File: src/rtl/cdb_arbiter.sv
// cdb_arbiter: shares the common-data-bus write port of the renaming register
// file among NUM_REQ result producers (ALU, LSB, branch unit, ...).
//
// Each producer hands a result to a private 1-entry holding slot. A scheduler
// picks one valid slot per cycle and drives a registered broadcast that reaches
// the register file, RS and ROB in the same cycle.
//
// Ports:
//   clk, rst              clock, synchronous active-high reset
//   rdy                   global ready; low freezes all state
//   flush                 mispredict flush; discards all pending results
//   req_valid/dest/value/rename   per-producer result, flat slices per index
//   req_ready             producer may hand over a result this cycle (comb)
//   register_update_flag  one-cycle broadcast valid pulse
//   register_commit_dest/value, rename_of_commit_ins   broadcast payload
//   cdb_grant             one-hot source of the current broadcast, 0 when idle
//
// Build option: define CDB_FIXED_PRIORITY_EN for fixed priority (lowest index
// wins, no rotation pointer). Default build is round-robin.

// One holding slot. A take (grant) and a load in the same cycle keep the slot
// valid with the new contents, so a producer can sustain one result per cycle.
module cdb_slot #(
  parameter int TAG_W  = 4,
  parameter int REG_W  = 5,
  parameter int DATA_W = 32
) (
  input  logic              clk,
  input  logic              rst,
  input  logic              rdy,
  input  logic              flush,
  input  logic              load,
  input  logic              take,
  input  logic [REG_W-1:0]  dest_in,
  input  logic [DATA_W-1:0] value_in,
  input  logic [TAG_W-1:0]  rename_in,
  output logic              v,
  output logic [REG_W-1:0]  dest,
  output logic [DATA_W-1:0] value,
  output logic [TAG_W-1:0]  rename
);
  always_ff @(posedge clk) begin
    if (rst) begin
      v      <= 1'b0;
      dest   <= '0;
      value  <= '0;
      rename <= '0;
    end else if (rdy) begin
      if (flush) begin
        v <= 1'b0;
      end else if (load) begin
        v      <= 1'b1;
        dest   <= dest_in;
        value  <= value_in;
        rename <= rename_in;
      end else if (take) begin
        v <= 1'b0;
      end
    end
  end
endmodule

module cdb_arbiter #(
  parameter int NUM_REQ = 3,
  parameter int TAG_W   = 4,
  parameter int REG_W   = 5,
  parameter int DATA_W  = 32
) (
  input  logic                      clk,
  input  logic                      rst,
  input  logic                      rdy,
  input  logic                      flush,
  input  logic [NUM_REQ-1:0]        req_valid,
  input  logic [REG_W*NUM_REQ-1:0]  req_dest,
  input  logic [DATA_W*NUM_REQ-1:0] req_value,
  input  logic [TAG_W*NUM_REQ-1:0]  req_rename,
  output logic [NUM_REQ-1:0]        req_ready,
  output logic                      register_update_flag,
  output logic [REG_W-1:0]          register_commit_dest,
  output logic [DATA_W-1:0]         register_commit_value,
  output logic [TAG_W-1:0]          rename_of_commit_ins,
  output logic [NUM_REQ-1:0]        cdb_grant
);
  localparam int PTR_W = $clog2(NUM_REQ);

  logic [NUM_REQ-1:0]             buf_v;
  logic [NUM_REQ-1:0][REG_W-1:0]  buf_dest;
  logic [NUM_REQ-1:0][DATA_W-1:0] buf_value;
  logic [NUM_REQ-1:0][TAG_W-1:0]  buf_rename;
  logic [NUM_REQ-1:0]             gnt;
  logic [NUM_REQ-1:0]             load;
  logic [PTR_W-1:0]               win_idx;
  logic                           any_v;

`ifndef CDB_FIXED_PRIORITY_EN
  logic [PTR_W-1:0] ptr;
`endif

  // Grant only depends on registered slot state, so req_ready has no path
  // from req_valid.
  assign req_ready = {NUM_REQ{rdy & ~flush}} & (~buf_v | gnt);
  assign load      = req_valid & req_ready;

  for (genvar i = 0; i < NUM_REQ; i++) begin : g_slot
    cdb_slot #(.TAG_W(TAG_W), .REG_W(REG_W), .DATA_W(DATA_W)) u_slot (
      .clk       (clk),
      .rst       (rst),
      .rdy       (rdy),
      .flush     (flush),
      .load      (load[i]),
      .take      (gnt[i]),
      .dest_in   (req_dest[i*REG_W +: REG_W]),
      .value_in  (req_value[i*DATA_W +: DATA_W]),
      .rename_in (req_rename[i*TAG_W +: TAG_W]),
      .v         (buf_v[i]),
      .dest      (buf_dest[i]),
      .value     (buf_value[i]),
      .rename    (buf_rename[i])
    );
  end

  // First valid slot scanning upward from the start index, with wrap.
  always_comb begin
    int idx;
    idx     = 0;
    any_v   = 1'b0;
    win_idx = '0;
    gnt     = '0;
    for (int k = 0; k < NUM_REQ; k++) begin
`ifdef CDB_FIXED_PRIORITY_EN
      idx = k;
`else
      idx = int'(ptr) + k;
      if (idx >= NUM_REQ) idx = idx - NUM_REQ;
`endif
      if (!any_v && buf_v[idx]) begin
        any_v   = 1'b1;
        win_idx = PTR_W'(idx);
      end
    end
    if (any_v) gnt[win_idx] = 1'b1;
  end

  always_ff @(posedge clk) begin
    if (rst) begin
      register_update_flag  <= 1'b0;
      register_commit_dest  <= '0;
      register_commit_value <= '0;
      rename_of_commit_ins  <= '0;
      cdb_grant             <= '0;
`ifndef CDB_FIXED_PRIORITY_EN
      ptr                   <= '0;
`endif
    end else if (rdy) begin
      if (flush) begin
        // Broadcast already on the bus this cycle completes; next is idle.
        register_update_flag <= 1'b0;
        cdb_grant            <= '0;
`ifndef CDB_FIXED_PRIORITY_EN
        ptr                  <= '0;
`endif
      end else if (any_v) begin
        register_update_flag  <= 1'b1;
        register_commit_dest  <= buf_dest[win_idx];
        register_commit_value <= buf_value[win_idx];
        rename_of_commit_ins  <= buf_rename[win_idx];
        cdb_grant             <= gnt;
`ifndef CDB_FIXED_PRIORITY_EN
        ptr <= (win_idx == PTR_W'(NUM_REQ-1)) ? '0 : win_idx + 1'b1;
`endif
      end else begin
        // Payload holds while idle; only the valid pulse and grant drop.
        register_update_flag <= 1'b0;
        cdb_grant            <= '0;
      end
    end
  end
endmodule

File: config.mk
export PLATFORM = sky130hd
export DESIGN_NAME = cdb_arbiter
export DESIGN_NICKNAME = d
export VERILOG_FILES = /design/src/rtl/cdb_arbiter.sv
export SDC_FILE = /design/constraint.sdc
export NUM_CORES = 1
export LEC_CHECK = 0
export BUFFER_PORTS_ARGS = -buffer_cell sky130_fd_sc_hd__buf_2
export CORE_MARGIN = 2
export CORE_UTILIZATION = 60
export DETAILED_ROUTE_END_ITERATION = 8
export GPL_TIMING_DRIVEN = 1
export HOLD_SLACK_MARGIN = 0.08
export PLACE_DENSITY = 0.87
export SETUP_SLACK_MARGIN = 0.2
export SYNTH_ARGS = -nofsm -noshare
export SYNTH_HDL_FRONTEND = slang
export SYNTH_SLANG_ARGS = --single-unit
File: constraint.sdc
create_clock -name clk -period 5.4 [get_ports clk]
set_input_delay 1.08 -clock clk [delete_from_list [all_inputs] [get_ports clk]]
set_output_delay 1.08 -clock clk [all_outputs]
set_load 0.01 [all_outputs]
==> impl_metrics.json, run 1 <==
{
  "status": "complete, no violations",
  "yosysTopAreaCell": "dfxtp_1",
  "port_buffers": 177,
  "num_vias": 8551,
  "finalCritPeriodShare_pct": 74.9,
  "min_period_ns": 4.04,
  "fill_cells": 1226,
  "clk_pin_slew_ns": 0.07,
  "clock-sinks": 173,
  "critPathMaxStageDelay_ns": 0.60,
  "cts_made_buffers": 17,
  "area_delta_synth_final_pct": 15.5,
  "maxCapViolCount": 0,
  "hold_path_class": "reg2reg",
  "drc": 0,
  "vias_per_cell": 5.94,
  "grt_max_degree": 124,
  "place_ws_ns": 1.73,
  "hold_violations": 0,
  "grt_pass1_vias": 7967,
  "startpoint": "ptr[0]",
  "synth_nets": 1270,
  "gp_congestion": 0.836,
  "dieArea_sq_mm": 0.0165,
  "synthCells": 1136,
  "synth_edf_count": 0,
  "ctsResizeCount": 0,
  "path_class": "reg2out",
  "cts_max_level": 4,
  "ant_nets": 0,
  "cp_data_required_time_ns": 4.32,
  "synth-main-ff-cell": "dfxtp_1",
  "slowest_stage": "buf_4",
  "wirelength_um": 24000,
  "synth_top_cell_area_share_pct": 37.3,
  "crit_buf_inv": 3,
  "power.density_mw_per_mm2": 281,
  "setup_tns_ns": 0,
  "p_leak_nw": 4.67,
  "rsz0062_at_grt": "no",
  "wl_per_cell_um": 16.7,
  "critPathCaptureType": "output pin",
  "synth_seq_cells": 173,
  "grtUsageTotal_pct": 29.2,
  "path_max_fanout": 69,
  "finalClockSkew_ns": 0.0117,
  "die_w_um": 128,
  "overflow": 0,
  "cts_tree": "yes",
  "syn-cell-area_sq_mm": 0.00928,
  "seqCellArea_sq_mm": 0.00346,
  "yosysMostFrequentCell": "dfxtp_1",
  "vdd_drop_max_mv": 0.237,
  "initial_utilization_pct": 61.3,
  "slew_headroom_pct": 30.7,
  "io_pins": 178,
  "nNetsFinal": 1372,
  "antenna_found_initial": 1,
  "multiInputGateArea_sq_mm": 0.00540,
  "first_iter_violations": 739,
  "dp_hpwl_um": 14900,
  "synthArstFlopShare_pct": 0,
  "dr.pass1.iters": 5,
  "core_sq_mm": 0.0151,
  "crit_family": "buffers and inverters",
  "clk_path_buf_depth": 2,
  "ys_warn_count": 0,
  "slew_viol_final": 0,
  "worst_pin_slew_ns": 1.04,
  "die-height_um": 128,
  "synthTopCellsByCount": "dfxtp_1, nor2_1, mux2i_1, clkbuf_1, nand2b_1",
  "setup_ws_ns": 1.36,
  "p_total_w": 0.00301,
  "syn_area_per_cell_sq_um": 8.17,
  "rows": 45,
  "synthTopCellsByArea": "dfxtp_1, mux2i_1, nor3b_1",
  "insertion_delay_ns": 0.44,
  "grt_pass1_wl_um": 39000,
  "post-cts-setup-buffer-count": 0,
  "r2r_start": "ptr[0]",
  "root_buffer": "clkbuf_16",
  "hold_buffers": 0,
  "crit_path_start_kind": "register",
  "crit_chain": "inv_1 > ha_1 > nor2b_1 > o21ai_2 > o21bai_4 > buf_4 > and2_1 > a21oi_1 > buf_2",
  "yosysUniqueCellTypes": 41,
  "cp.arrival_ns": 2.96,
  "ys_seq_area_share_pct": 37.3,
  "finalSetupViolations": 0,
  "drive_above_1_share_pct": 18.9,
  "max_freq_ghz": 0.247,
  "min_from": "register_commit_value[2]"
}
[worst register-to-register path: stages (launching register included)]
cell,delay [ns]
dfxtp_1,0.39
inv_1,0.08
ha_1,0.37
nor2b_1,0.22
o21ai_2,0.21
o21bai_4,0.18
buf_4,0.60
o211ai_1,0.31
o31ai_4,0.57
buf_4,0.46
mux2i_1,0.29
[final timing paths]
| path | endpoint | slack, ns | cells past startpoint |
|---|---|---|---|
| worst min-delay path | register_commit_value[2] | 0.45 | 2 |
| worst max register to register | g_slot[1].u_slot.value[30] | 1.66 | 10 |
| worst min register to register | register_commit_value[2] | 0.45 | 2 |
| worst max-delay path | req_ready[2] | 1.36 | 9 |
[sequential cells by signal (all words and copies together), names as in the netlist]
register	flops
cdb_grant	3
g_slot.u_slot.dest	15
g_slot.u_slot.rename	12
g_slot.u_slot.v	3
g_slot.u_slot.value	96
ptr	2
register_commit_dest	5
register_commit_value	32
register_update_flag	1
rename_of_commit_ins	4
[routing by layer]
layer	share of wire [%]	track usage, %
met5	0	0
met3	5.7	5.28
met2	47	47.6
met1	45	38.9
met4	2.3	10.9
[cell families after synthesis]
kind of cell | after synthesis | share of synthesized area, %
simple gates | 552 | 32.4
flops | 173 | 37.3
compound gates | 168 | 11.0
mux | 124 | 13.4
buf+inv | 115 | 5.37
fa+ha+maj | 4 | 0.539
[power by group]
group / leakage, nW / internal, W / switching [W]
Combinational: 3.00 / 0.000181 / 0.000251
Sequential: 1.40 / 0.00133 / 0.0000326
Clock: 0.268 / 0.000650 / 0.000565
[metrics by stage]
step           hold slack (ns)  instances  utilization, %  instance area (sq um)
2_1_floorplan            0.443       1136               -                   9280
3_3_place_gp             0.432       1407            66.9                  10100
3_5_place_dp             0.438       1407            66.9                  10100
4_1_cts                  0.453       1439            70.8                  10700
5_1_grt                  0.476       1440            70.8                  10700
6_report                 0.450       1440            70.8                  10700
[layout by cell type (no fill, tap or decap), types with 2 or more instances in the layout]
cell        instances
nand3_1            85
buf_2             175
dfxtp_1           173
o21ai_0            42
ha_1                4
buf_4              15
nor2b_1            14
mux2i_1           124
nand3b_1           66
inv_1               6
a21oi_1            53
a31oi_4             3
o31ai_1            33
nor3b_1            82
o22ai_1            12
nand2_1            86
nand2b_1           87
clkbuf_16          17
a31oi_1            10
nor2_4              2
clkinvlp_4          5
inv_8               2
nor2_1            124
inv_6               6
and2_1              2
[layout make-up]
type	instances	area share [%]
Inverter	6	0.210
Clock buffer	17	3.97
Sequential cell	173	32.3
Tap cell	188	2.19
Multi-Input combinational cell	848	50.4
Timing Repair Buffer	192	9.51
Antenna cell	1	0.0233
Clock inverter	15	1.41
Note: power is estimated with default switching activity, not from simulation.
==> run 2, diff against run 1 <==
- CORE_UTILIZATION: 60 -> 51
- PLACE_DENSITY: 0.87 -> 0.78
- clock period: 5.4 -> 3.7 ns (I/O delays scaled with it)
==> run 2 against run 1 <==
Effect of this change:
- utilization down 9.8 points
- clock power up 61%
- count of clock-buffer cells in the layout unchanged
- die area up 17%
- setup slack worse by 1.0 ns
- wire length up 0.76%
- global-route usage down 4.6 points
- power up 52%
- sequential share of layout area down 0.57 points
- critical path type unchanged
- critical path depth unchanged
- largest power group unchanged
- cell count up 3.2%
==> impl_metrics.json, run 2 (synthesis gave the netlist of run 1 again) <==
{
  "status": "complete, no violations",
  "dp_hpwl_um": 15300,
  "wl_met3_um": 1250,
  "drive_above_1_share_pct": 19.8,
  "die_w_um": 139,
  "rows": 49,
  "grt_pass1_vias": 7902,
  "hold_violations": 0,
  "power.share.sequential_pct": 43.4,
  "path_max_fanout": 8,
  "wirelength_um": 24200,
  "holdWs_ns": 0.447,
  "cp.arrival_ns": 2.61,
  "root_buffer": "clkbuf_16",
  "finalCritPeriodShare_pct": 90.4,
  "met2_length_um": 11800,
  "port_buffers": 177,
  "r2r_setup_slack_ns": 0.59,
  "clkPwrFrac_pct": 42.7,
  "worstReg2RegEnd": "g_slot[1].u_slot.value[12]",
  "fin_area_sq_mm": 0.0109,
  "io_pins": 178,
  "drc": 0,
  "wl_met1_um": 10700,
  "slew_headroom_pct": 31.9,
  "max_freq_ghz": 0.299,
  "layout_common_cells": "buf_2, dfxtp_1, mux2i_1, nor2_1, nand2b_1",
  "dieArea_sq_mm": 0.0193,
  "ant_nets": 0,
  "area_delta_synth_final_pct": 17.6,
  "core_sq_mm": 0.0179,
  "insertion_delay_ns": 0.44,
  "highest-signal-layer": "met4",
  "first_iter_violations": 503,
  "clock-sinks": 173,
  "switchingPower_w": 0.00123,
  "slew_viol_final": 0,
  "top_register": "g_slot.u_slot.value",
  "finalClockSkew_ns": 0.0104,
  "initial_utilization_pct": 51.8,
  "final_common_cell": "buf_2",
  "nNetsFinal": 1378,
  "grt_max_degree": 107,
  "wl_per_cell_um": 16.3,
  "setup_tns_ns": 0,
  "min_from": "register_commit_value[15]",
  "startpoint": "ptr[0]",
  "r2r_start": "ptr[1]",
  "gp_congestion": 0.870,
  "grtUsageTotal_pct": 24.6,
  "power.density_mw_per_mm2": 419,
  "cts_tree": "yes",
  "min_period_ns": 3.35,
  "r2r_cells": 10,
  "finalSetupViolations": 0,
  "antenna_cells": 0,
  "swShare_pct": 26.8,
  "clk_pin_slew_ns": 0.07,
  "hold_path_class": "reg2reg",
  "place_area_sq_mm": 0.0102,
  "crit_path_start_kind": "register",
  "hold_buffers": 0,
  "antenna_found_initial": 0,
  "cts_made_buffers": 17,
  "largest_reg_flops": 96,
  "worst_pin_slew_ns": 1.02,
  "clk_path_buf_depth": 2,
  "p_leak_nw": 4.75,
  "intPower_w": 0.00335,
  "top_regs": "g_slot.u_slot.value x96, register_commit_value x32, g_slot.u_slot.dest x15",
  "p_comb_share_pct": 13.9,
  "dr.pass1.iters": 5,
  "overflow": 0,
  "rsz0062_at_grt": "no",
  "hold_depth": 2,
  "vdd_drop_max_mv": 0.323,
  "vias_per_cell": 5.62,
  "grt_pass1_wl_um": 39400,
  "hold_end": "register_commit_value[15]",
  "maxCapViolCount": 0,
  "path_class": "reg2out",
  "cts_max_level": 4,
  "critPathCaptureType": "output pin",
  "num_vias": 8355,
  "die-height_um": 139,
  "cp_data_required_time_ns": 2.96
}
-- run 2: worst max-delay path by stage --
stage / endpoint / depth (start not counted)
2_1_floorplan: req_ready[2] / 9
3_3_place_gp: req_ready[0] / 9
3_5_place_dp: req_ready[0] / 9
4_1_cts: req_ready[0] / 9
5_1_grt: req_ready[0] / 9
6_report: req_ready[0] / 9
-- run 2: critical path, stage by stage, from the launching register on --
cell,delay [ns]
dfxtp_1,0.38
inv_1,0.08
ha_2,0.39
nor2b_4,0.21
nand3_1,0.14
a22oi_1,0.48
a31oi_4,0.05
a21oi_1,0.23
inv_1,0.07
buf_2,0.14
-- run 2: layout make-up --
class	count	area [sq um]
clock buffers	17	425
clock inverters	15	209
fillers	1596	6990
inverters	6	22.5
multi-input cells	848	5430
flip-flops and latches	173	3460
well taps	229	287
repair buffers	198	1070
-- run 2: stage by stage --
step                cells  utilization (%)  power, W  setup slack [ns]
CTS                  1486             60.8   0.00461             0.262
global placement     1454             57.2   0.00265             0.655
global route         1486             61.0   0.00476             0.222
detailed placement   1454             57.2   0.00266             0.581
floorplan            1136                -   0.00245             0.796
finish               1486             61.0   0.00458             0.355
-- run 2: power groups by stage --
stage                     sequential, W  clock (W)  combinational [W]
after detailed placement        0.00203          0           0.000632
after CTS                       0.00198    0.00199           0.000637
after floorplan                 0.00201          0           0.000441
after global placement          0.00202          0           0.000622
final                           0.00199    0.00195           0.000638
after global routing            0.00199    0.00206           0.000705
-- run 2: what timing repair did --
item                       CTS  global route
pin swaps                    0             1
setup endpoints to repair    2             3
resized for setup            2             5
buffers inserted             0             0
-- run 2: metal layers --
layer / GRT usage, % / vias up
met5: 0 / -
met4: 8.19 / 0
met3: 4.25 / 35
met2: 41.6 / 244
met1: 32.0 / 3912
li1: - / 4164
==> run 3, diff against run 2 <==
- CORE_MARGIN: 2 -> 1
- SYNTH_HIERARCHICAL: not set -> 1
==> run 3 against run 2 <==
Effect of this change:
- critical path depth unchanged
- fmax increased by 0.79%
- sequential share of layout area decreased by 0.36 points
- utilization decreased by 1.8 points
- cell count decreased by 2.8%
- cell area increased by 1.1%
- area after synthesis increased by 4.5%
- wire length increased by 3.8%
- register-to-register slack got worse by 0.05 ns
- count of clock-buffer cells in the layout unchanged
==> impl_metrics.json, run 3 <==
{
  "slew_headroom_pct": 34.2,
  "layout_common_cells": "nand2b_1, buf_2, dfxtp_1",
  "synthArstFlopShare_pct": 0,
  "critPathCaptureType": "output pin",
  "io_pins": 178,
  "finalCritPeriodShare_pct": 89.7,
  "core_sq_mm": 0.0186,
  "rows": 50,
  "final_common_cell": "nand2b_1",
  "top_regs": "g_slot.u_slot/value x96, register_commit_value x32, g_slot.u_slot/dest x15",
  "max_freq_ghz": 0.301,
  "ys_warn_count": 6,
  "root_buffer": "clkbuf_16",
  "hold_path_class": "reg2reg",
  "synth_compound_area_share_pct": 12.4,
  "synth_nets": 1221,
  "seqCellArea_sq_mm": 0.00346,
  "worstReg2RegEnd": "g_slot[0].u_slot/value[4]",
  "vdd_drop_max_mv": 0.323,
  "synth.area.mux_share_pct": 14.1,
  "insertion_delay_ns": 0.44,
  "hold_violations": 0,
  "grt_pass1_vias": 7678,
  "hold_depth": 2,
  "synthCells": 1087,
  "worst_pin_slew_ns": 0.987,
  "synth-main-ff-cell": "dfxtp_1",
  "die_w_um": 140,
  "r2r_cells": 11,
  "gp_congestion": 0.952,
  "syn_area_per_cell_sq_um": 8.92,
  "status": "complete, no violations",
  "port_buffers": 177,
  "r2r_setup_slack_ns": 0.54,
  "dp_hpwl_um": 16500,
  "path_class": "reg2out",
  "maxCapViolCount": 0,
  "cts_max_level": 4,
  "dieArea_sq_mm": 0.0196,
  "fill_cells": 1648,
  "initial_utilization_pct": 52.0,
  "finalClockSkew_ns": 0.00949,
  "synth-xor-area-share_pct": 0,
  "grt_max_degree": 183,
  "antenna_found_initial": 2,
  "setup_tns_ns": 0,
  "clock-sinks": 173,
  "cp_data_required_time_ns": 2.96,
  "synth_top_cell_area_share_pct": 35.7,
  "drive_above_1_share_pct": 20.5,
  "cp.arrival_ns": 2.58,
  "cts_tree": "yes",
  "ant_nets": 0,
  "synthSimpleGateAreaFrac_pct": 29.4,
  "top_register": "g_slot.u_slot/value",
  "drc": 0,
  "first_iter_violations": 556,
  "clk_path_buf_depth": 2,
  "yosysMostFrequentCell": "nand2b_1",
  "yosysUniqueCellTypes": 47,
  "yosysTopAreaCell": "dfxtp_1",
  "synth_seq_cells": 173,
  "synth_edf_count": 0,
  "vias_per_cell": 5.69,
  "finalSetupViolations": 0,
  "syn-cell-area_sq_mm": 0.00970,
  "overflow": 0,
  "crit_path_start_kind": "register",
  "multiInputGateArea_sq_mm": 0.00550,
  "r2r_start": "ptr[1]",
  "num_vias": 8213,
  "cts_made_buffers": 17,
  "ys_seq_area_share_pct": 35.7,
  "largest_reg_flops": 96,
  "p_total_w": 0.00415,
  "synth_top_family_by_area": "simple AND/OR/NAND/NOR gates",
  "nNetsFinal": 1330,
  "rsz0062_at_grt": "no",
  "die-height_um": 140,
  "slew_viol_final": 0,
  "synth-adder-area-share_pct": 0.516,
  "p_leak_nw": 4.00,
  "power.density_mw_per_mm2": 376,
  "startpoint": "ptr[1]",
  "wirelength_um": 25100,
  "grtUsageTotal_pct": 25.9,
  "min_period_ns": 3.32,
  "wl_per_cell_um": 17.4,
  "dr.pass1.iters": 5,
  "clk_pin_slew_ns": 0.07,
  "synthTopCellsByCount": "nand2b_1, dfxtp_1, mux2i_1, nand2_1, nand4_1",
  "area_delta_synth_final_pct": 13.8,
  "synthTopCellsByArea": "dfxtp_1, nand2b_1, mux2i_1",
  "crit_end": "req_ready[0]",
  "path_max_fanout": 16,
  "grt_pass1_wl_um": 40000
}
-- run 3: cell count changes after synthesis, moves of 31 or more --
| cell | before | now |
|---|---|---|
| and3b_1 | 0 | 35 |
| nand3_1 | 85 | 2 |
| nand4_1 | 1 | 61 |
| o31ai_1 | 33 | 0 |
| nand2_1 | 86 | 117 |
| nand2b_1 | 87 | 248 |
| clkbuf_1 | 87 | 47 |
| o21ai_0 | 42 | 4 |
| nand3b_1 | 66 | 2 |
| nor2_1 | 126 | 4 |
| nor3b_1 | 82 | 1 |
-- run 3: kinds of logic (layout without fill, tap and decap cells) --
logic type | Yosys count | count (layout)
AND/OR/NAND/NOR | 488 | 488
adder cells (fa/ha/maj) | 4 | 4
multiplexers | 137 | 137
buffers and inverters | 119 | 241
other | 0 | 1
AO/OA/AOI/OAI | 166 | 166
flip-flops | 173 | 173
-- run 3: area by class of cell --
cell class                 count  area share (%)
multi-input combinational    795            49.8
sequential                   173            31.4
timing repair buffer         197            9.98
clock buffer                  17            3.85
tap                          234            2.65
clock inverter                15            1.87
inverter                      12           0.408
antenna                        1          0.0227
-- run 3: how the worst min path moves through the flow --
stage	start	endpoint	slack (ns)
2_1_floorplan	g_slot[2].u_slot/dest[1]	g_slot[2].u_slot/dest[1]	0.45
3_3_place_gp	g_slot[2].u_slot/dest[3]	g_slot[2].u_slot/dest[3]	0.46
3_5_place_dp	g_slot[2].u_slot/value[3]	g_slot[2].u_slot/value[3]	0.46
4_1_cts	g_slot[2].u_slot/value[3]	g_slot[2].u_slot/value[3]	0.48
5_1_grt	g_slot[2].u_slot/value[4]	g_slot[2].u_slot/value[4]	0.49
6_report	g_slot[2].u_slot/value[3]	g_slot[2].u_slot/value[3]	0.48
-- run 3: worst max-delay path, cell delays in order (launching register included) --
cell and delay (ns):
dfxtp_1 0.33, inv_1 0.10, ha_1 0.29, buf_4 0.28, mux2i_1 0.31, or2_1 0.18, a21oi_1 0.09, nor3_2 0.28
o22ai_1 0.12, buf_2 0.17
-- run 3: stage by stage --
stage / utilization (%) / cells / hold slack (ns) / instance area (sq um) / worst slack, ns
2_1_floorplan: - / 1087 / 0.448 / 9700 / 1.14
3_3_place_gp: 55.8 / 1411 / 0.458 / 10400 / 0.750
3_5_place_dp: 55.8 / 1411 / 0.462 / 10400 / 0.598
4_1_cts: 59.1 / 1443 / 0.480 / 11000 / 0.326
5_1_grt: 59.2 / 1443 / 0.492 / 11000 / 0.205
6_report: 59.2 / 1444 / 0.480 / 11000 / 0.381
-- run 3: per-layer routing --
| metal | share of wire [%] | vias to the layer above | track usage (%) |
|---|---|---|---|
| li1 | - | 4041 | - |
| met1 | 42 | 3869 | 31.7 |
| met2 | 49 | 254 | 43.5 |
| met3 | 6.3 | 47 | 7.02 |
| met4 | 3.0 | 2 | 9.14 |
| met5 | 0.052 | - | 0 |
-- run 3: power breakdown --
part	total [W]	internal [W]	switching, W
Combinational	0.000301	0.000146	0.000156
Sequential	0.00190	0.00188	0.0000157
Clock	0.00195	0.00114	0.000808
Total	0.00415	0.00317	0.000980
-- run 3: repair_timing --
item / in CTS / in global routing
resized for setup: 0 / 2
setup buffers: 0 / 0
hold buffers: 0 / 0
setup endpoints to repair: 0 / 1
